[src/rtl/lag_measure_pkg.sv]
// Shared types, constants and the BCD helper for the lag-measurement sequencer.
package lag_measure_pkg;

    // Sequencer states
    typedef enum logic [1:0] {
        SETTLE,
        IDLE,
        MEASURE,
        HOLD
    } state_t;

    // Value published on bcdcount when a measurement is aborted
    localparam logic [23:0] BCD_MAX = 24'h999999;

    // Increment a 6-digit BCD value; each digit rolls 9 -> 0 and carries upward
    function automatic logic [23:0] bcd_inc24(input logic [23:0] value);
        logic [23:0] result;
        logic        carry;
        result = value;
        carry  = 1'b1;
        for (int unsigned i = 0; i < 6; i++) begin
            if (carry) begin
                if (result[i*4 +: 4] == 4'd9) begin
                    result[i*4 +: 4] = 4'd0;
                end else begin
                    result[i*4 +: 4] = result[i*4 +: 4] + 4'd1;
                    carry = 1'b0;
                end
            end
        end
        return result;
    endfunction

endpackage

[src/rtl/lag_measure_ctrl_sensor_filter.sv]
// Photo-sensor conditioning: 2-FF synchronizer followed by a debounce counter.
// The filtered level only flips after SENSE_FILTER consecutive samples that
// disagree with it, so short light glitches never reach the sequencer.
module sensor_filter
    import lag_measure_pkg::*;
#(
    parameter int unsigned SENSE_FILTER = 16
) (
    input  logic clock,
    input  logic reset_n,
    input  logic sensor,
    output logic filtered
);

    localparam int unsigned CW = $clog2(SENSE_FILTER + 1);

    logic          sensor_meta;
    logic          sensor_sync;
    logic [CW-1:0] agree_cnt;

    // Bring the asynchronous sensor level into the clock domain
    always_ff @(posedge clock or negedge reset_n) begin
        if (!reset_n) begin
            sensor_meta <= 1'b0;
            sensor_sync <= 1'b0;
        end else begin
            sensor_meta <= sensor;
            sensor_sync <= sensor_meta;
        end
    end

    // Count consecutive disagreeing samples; flip the level once the run is long enough
    always_ff @(posedge clock or negedge reset_n) begin
        if (!reset_n) begin
            agree_cnt <= '0;
            filtered  <= 1'b0;
        end else if (sensor_sync != filtered) begin
            if (agree_cnt == CW'(SENSE_FILTER - 1)) begin
                filtered  <= sensor_sync;
                agree_cnt <= '0;
            end else begin
                agree_cnt <= agree_cnt + CW'(1);
            end
        end else begin
            agree_cnt <= '0;
        end
    end

endmodule

[src/rtl/lag_measure_ctrl.sv]
// Lag-measurement sequencer: applies the requested video mode, lets the
// generator settle for a few frames, then times each start trigger until the
// filtered photo sensor fires, counting in BCD ticks of TICK_DIV cycles.
module lag_measure_ctrl
    import lag_measure_pkg::*;
#(
    parameter int unsigned TICK_DIV        = 148,
    parameter int unsigned SENSE_FILTER    = 16,
    parameter int unsigned SETTLE_TRIGGERS = 2,
    parameter logic [23:0] TIMEOUT_BCD     = 24'h500000
) (
    input  logic        clock,
    input  logic        reset_n,
    input  logic        starttrigger,
    input  logic        sensor,
    input  logic [7:0]  mode_sel,
    output logic [7:0]  config_data,
    output logic [23:0] bcdcount,
    output logic        result_valid,
    output logic        timeout,
    output logic        busy
);

    localparam int unsigned PW = (TICK_DIV > 1) ? $clog2(TICK_DIV) : 1;
    localparam int unsigned SW = (SETTLE_TRIGGERS > 0) ? $clog2(SETTLE_TRIGGERS + 1) : 1;

    state_t        state;
    logic [SW-1:0] settle_cnt;
    logic [PW-1:0] prescale;
    logic [23:0]   work_count;
    logic [7:0]    mode_meta;
    logic [7:0]    mode_sync;
    logic          filtered;
    logic          filtered_d;
    logic          filtered_rise;
    logic          tick;

    sensor_filter #(
        .SENSE_FILTER(SENSE_FILTER)
    ) u_sensor_filter (
        .clock    (clock),
        .reset_n  (reset_n),
        .sensor   (sensor),
        .filtered (filtered)
    );

    // Bring the quasi-static mode request into the clock domain
    always_ff @(posedge clock or negedge reset_n) begin
        if (!reset_n) begin
            mode_meta <= '0;
            mode_sync <= '0;
        end else begin
            mode_meta <= mode_sel;
            mode_sync <= mode_meta;
        end
    end

    // Combinational event decode for the sequencer
    always_comb begin
        filtered_rise = filtered & ~filtered_d;
        tick          = (prescale == PW'(TICK_DIV - 1));
    end

    // Sequencer: mode change overrides everything, otherwise settle/idle/measure/hold
    always_ff @(posedge clock or negedge reset_n) begin
        if (!reset_n) begin
            state        <= SETTLE;
            settle_cnt   <= SW'(SETTLE_TRIGGERS);
            config_data  <= '0;
            bcdcount     <= '0;
            work_count   <= '0;
            prescale     <= '0;
            filtered_d   <= 1'b0;
            result_valid <= 1'b0;
            timeout      <= 1'b0;
            busy         <= 1'b0;
        end else begin
            result_valid <= 1'b0;
            timeout      <= 1'b0;
            filtered_d   <= filtered;
            if (mode_sync != config_data) begin
                // Dropping any in-flight measurement silently: no pulse is raised here
                config_data <= mode_sync;
                bcdcount    <= '0;
                settle_cnt  <= SW'(SETTLE_TRIGGERS);
                state       <= SETTLE;
                busy        <= 1'b0;
            end else begin
                case (state)
                    SETTLE: begin
                        if (settle_cnt == '0) begin
                            state <= IDLE;
                        end else if (starttrigger) begin
                            settle_cnt <= settle_cnt - SW'(1);
                        end
                    end
                    IDLE: begin
                        if (starttrigger && !filtered) begin
                            work_count <= '0;
                            prescale   <= '0;
                            state      <= MEASURE;
                            busy       <= 1'b1;
                        end
                    end
                    MEASURE: begin
                        if (filtered_rise) begin
                            // Detection beats a coincident tick, so the tick is not counted
                            bcdcount     <= work_count;
                            result_valid <= 1'b1;
                            state        <= HOLD;
                            busy         <= 1'b0;
                        end else if (tick) begin
                            prescale <= '0;
                            if (work_count == TIMEOUT_BCD) begin
                                bcdcount <= BCD_MAX;
                                timeout  <= 1'b1;
                                state    <= HOLD;
                                busy     <= 1'b0;
                            end else begin
                                work_count <= bcd_inc24(work_count);
                            end
                        end else begin
                            prescale <= prescale + PW'(1);
                        end
                    end
                    HOLD: begin
                        if (!filtered) begin
                            state <= IDLE;
                        end
                    end
                    default: begin
                        state <= SETTLE;
                        busy  <= 1'b0;
                    end
                endcase
            end
        end
    end

endmodule
[config.mk]
export PLATFORM = sky130hd
export DESIGN_NAME = lag_measure_ctrl
export DESIGN_NICKNAME = d
export VERILOG_FILES = /design/src/rtl/lag_measure_pkg.sv /design/src/rtl/lag_measure_ctrl_sensor_filter.sv /design/src/rtl/lag_measure_ctrl.sv
export SDC_FILE = /design/constraint.sdc
export NUM_CORES = 1
export LEC_CHECK = 0
export ABC_AREA = 0
export CORE_ASPECT_RATIO = 0.5
export CORE_UTILIZATION = 55
export DETAILED_ROUTE_END_ITERATION = 16
export PLACE_DENSITY_LB_ADDON = 0.1
export SYNTH_ARGS = -nofsm -noshare
export SYNTH_HDL_FRONTEND = slang
export SYNTH_SLANG_ARGS = --single-unit
[constraint.sdc]
create_clock -name clock -period 6.9 [get_ports clock]
set_clock_uncertainty 0.1 [all_clocks]
set_input_delay 1.38 -clock clock [delete_from_list [all_inputs] [get_ports clock]]
set_output_delay 1.38 -clock clock [all_outputs]
set_load 0.02 [all_outputs]
==> flow_summary_export.csv <==
group,metric,value,unit
clock_network,post-cts-setup-buffers,0,
sta,period_share,0.547,
layout,final_net_count,495,
synth,synth_edf_count,0,
layout,final-seq-area,2400,µm²
sta,max_slew.worst_pin.slew,1190,ps
setup_path,cp-end-kind,"flip-flop",
setup_path,critPathBufInv,1,
detailed_routing,route.detailed.vias_per_inst,6.02,
synth,synth_commonest_cells,"95 x dfrtp_1, 26 x nand3_1, 25 x clkbuf_1, 25 x o21ai_0",
clock_network,clock-sinks,96,
detailed_routing,initialDrtViolationCount,208,
sta,grt_setup_unrepaired,"no",
detailed_routing,routed_wl,10100,µm
clock_network,cts-htree-levels,3,
synth,post_synth_inst_count,428,
setup_path,critical_path_required,7040,ps
outcome,outcome,"complete, no violations",
floorplan,floorplan.io_pins,47,
synth,synth_top_cell_by_area,"dfrtp_1",
layout,diodes,0,
setup_path,crit-reg2reg-launch,"state[0]$_DFFE_PN0P_",
global_routing,overflow,0,
clock_network,cts_hold_buf,0,
synth,portion_of_synthesized_cell_area_occupied_by_the_leading_cell_type,0.521,
setup_path,setup.worst_path.class,"primary input to flip-flop",
setup_path,crit_path_cell_trace,"clkdlybuf4s50_1 > nand3b_1 > a22oi_1 > or4b_1 > or4_4 > o41ai_2",
setup_path,crit_path_max_incr_delay,770,ps
setup_path,worst_path_dominant_cell_family,"simple AND/OR/NAND/NOR gates",
hold_path,hold_path_startpoint,"mode_meta[6]$_DFF_PN0_",
setup_path,crit_start,"starttrigger",
floorplan,die_width,131,µm
synth,post_synth_main_area_contributors,"dfrtp_1 52%, ha_1 6.3%, o221a_2 3.0%, nand3_1 2.9%, o21ai_0 2.7%",
synth,yosys.cell_count.top_type,"dfrtp_1",
hold_path,holdCritPathClass,"flip-flop to flip-flop",
floorplan,placeableCoreArea,8030,µm²
setup_path,timing.critical_path.depth,6,
layout,layoutNonFillerInstCount,577,
floorplan,die_area,8680,µm²
placement,place_congestion,0.838,
synth,post_synthesis_register_bit_count,96,
detailed_routing,drcViolationCount,0,
floorplan,start_util,0.568,
synth,yosysUniqueCellTypes,57,
job,max-cap-violations,0,
sta,layout_min_cycle_time,3780,ps
sta,achievable-frequency,265,MHz
global_routing,maximum_number_of_pins_on_one_net_before_global_route_repair,55,
detailed_routing,firstDrtPassIters,5,
global_routing,antenna_found_initial,0,
layout,multiInputGateArea,1960,µm²
detailed_routing,wl_per_cell,17.5,µm
synth,synthArstFlopShare,1.00,
layout,final_core_util,0.669,
placement,place.port_buffers,46,
placement,dp_cells,561,
synth,synth_top_flop_cell,"dfrtp_1",
global_routing,global_route.usage.total,0.257,
global_routing,first_global_vias,3330,
power_and_ir_drop,ir_worst_vdd,162,µV
synth,netlist_area_before_placement,4560,µm²
sta,timing.setup.tns,0,ps
clock_network,ctsLongestPathBuffers,2,
setup_path,crit_slowest_cell,"or4b_1",
clock_network,cts_inserted_buffers,9,
sta,worst_slew_margin_rel,0.202,
power_and_ir_drop,p_leak,0.00232,µW
setup_path,critPathArrivalTime,3920,ps
sta,final-max-slew-violation-count,0,
setup_path,worst_setup_path_start_kind,"primary input",
hold_path,hold-path-cell-count,0,
layout,post_route_cells_drive_above_1_share,0.0860,
detailed_routing,detailroute.via_count,3474,
global_routing,grt_pass1_wl,16700,µm
clock_network,post_cts.resized_instances,0,
power_and_ir_drop,power.density,206,nW/µm²
layout,area_growth_syn_to_layout,17.8,%
synth,synthesis.nets,463,
floorplan,placement_rows,23,
synth,synth_area_per_cell,10.7,µm²
detailed_routing,ant_nets,0,
synth,synthesis.yosys.warnings,0,
clock_network,cts.root.buffer_cell,"clkbuf_16",
setup_path,reg2reg_depth,8,
clock_network,clk_latency,340,ps
layout,fill_cell_instance_count_of_the_final_layout,619,
setup_path,worstPathMaxFanout,18,
placement,detailed_place_hpwl,6990,µm
floorplan,height_of_the_die,66.4,µm
sta,setup-violations-final,0,
sta,final_hold_viol_count,0,
clock_network,tritoncts,"built",
synth,synth_sequential_area_ratio,0.527,
clock_network,clk_transition_reported_paths,70,ps
==> power by group <==
part / internal [µW] / switching [µW]
clock network: 256 / 237
registers: 571 / 5.57
logic: 14.8 / 20.4
total: 842 / 263
==> layer usage <==
metal  share of wire  vias up  GRT usage  wire length, µm
met5               0        -          0                0
met4           0.013        0     0.0819              127
met3           0.061       16     0.0631              619
met2            0.44      106      0.389             4450
met1            0.48     1742      0.363             4890
li1                -     1610          -                -
==> layout make-up <==
class,count,area share
Clock buffer,9,0.0419
Tap cell,112,0.0261
Multi-Input combinational cell,280,0.365
Timing Repair Buffer,49,0.0895
Sequential cell,96,0.448
Clock inverter,7,0.0135
Inverter,24,0.0168
==> through the flow <==
stage | area, µm² | setup slack [ps] | total power [µW] | hold WS [ps]
floorplan | 4560 | 3690 | 600 | 231
global placement | 5070 | 2850 | 622 | 231
detailed placement | 5070 | 2820 | 624 | 235
CTS | 5370 | 3160 | 1110 | 251
global route | 5370 | 2970 | 1140 | 252
finish | 5370 | 3120 | 1110 | 249
==> logic make-up (layout without fill, tap and decap cells) <==
logic type | count (synthesis) | count (layout) | synth area share
adders and majority gates | 23 | 23 | 0.0631
buffers and inverters | 52 | 89 | 0.0434
DFF | 96 | 96 | 0.527
xor gates and xnor gates | 13 | 13 | 0.0250
muxes | 8 | 8 | 0.0181
AOI/OAI and AO/OA | 103 | 103 | 0.158
and+or+nand+nor | 133 | 133 | 0.165
==> placed cells by master (no fill, tap or decap), types with 11 or more instances in the layout <==
master and n:
dfrtp_1 95, clkdlybuf4s50_1 45, nand3_1 26, o21ai_0 25, inv_1 24, nand2_1 24
ha_1 23, nor2_1 19, o31ai_1 14, o21ai_1 13, o221a_2 12, a21oi_1 11
==> flip-flops by register name, summed over array words and instances, names as in the netlist <==
register                     flops
bcdcount                        24
busy                             1
config_data                      8
filtered_d                       1
mode_meta                        8
mode_sync                        8
prescale                         8
result_valid                     1
settle_cnt                       2
state                            2
timeout                          1
u_sensor_filter.agree_cnt        5
u_sensor_filter.filtered         1
u_sensor_filter.sensor_meta      1
u_sensor_filter.sensor_sync      1
work_count                      24
==> path summary, 6_finish.rpt <==
kind	slack, ps	endpoint
hold / removal	250	mode_sync[6]$_DFF_PN0_
setup / recovery	3120	work_count[21]$_DFFE_PN0P_
setup reg to reg	3270	work_count[21]$_DFFE_PN0P_
max in group asynchronous	4680	work_count[21]$_DFFE_PN0P_
min in group asynchronous	910	work_count[0]$_DFFE_PN0P_
hold reg to reg	250	mode_sync[6]$_DFF_PN0_
No activity file was read; power rests on OpenSTA's default activity.
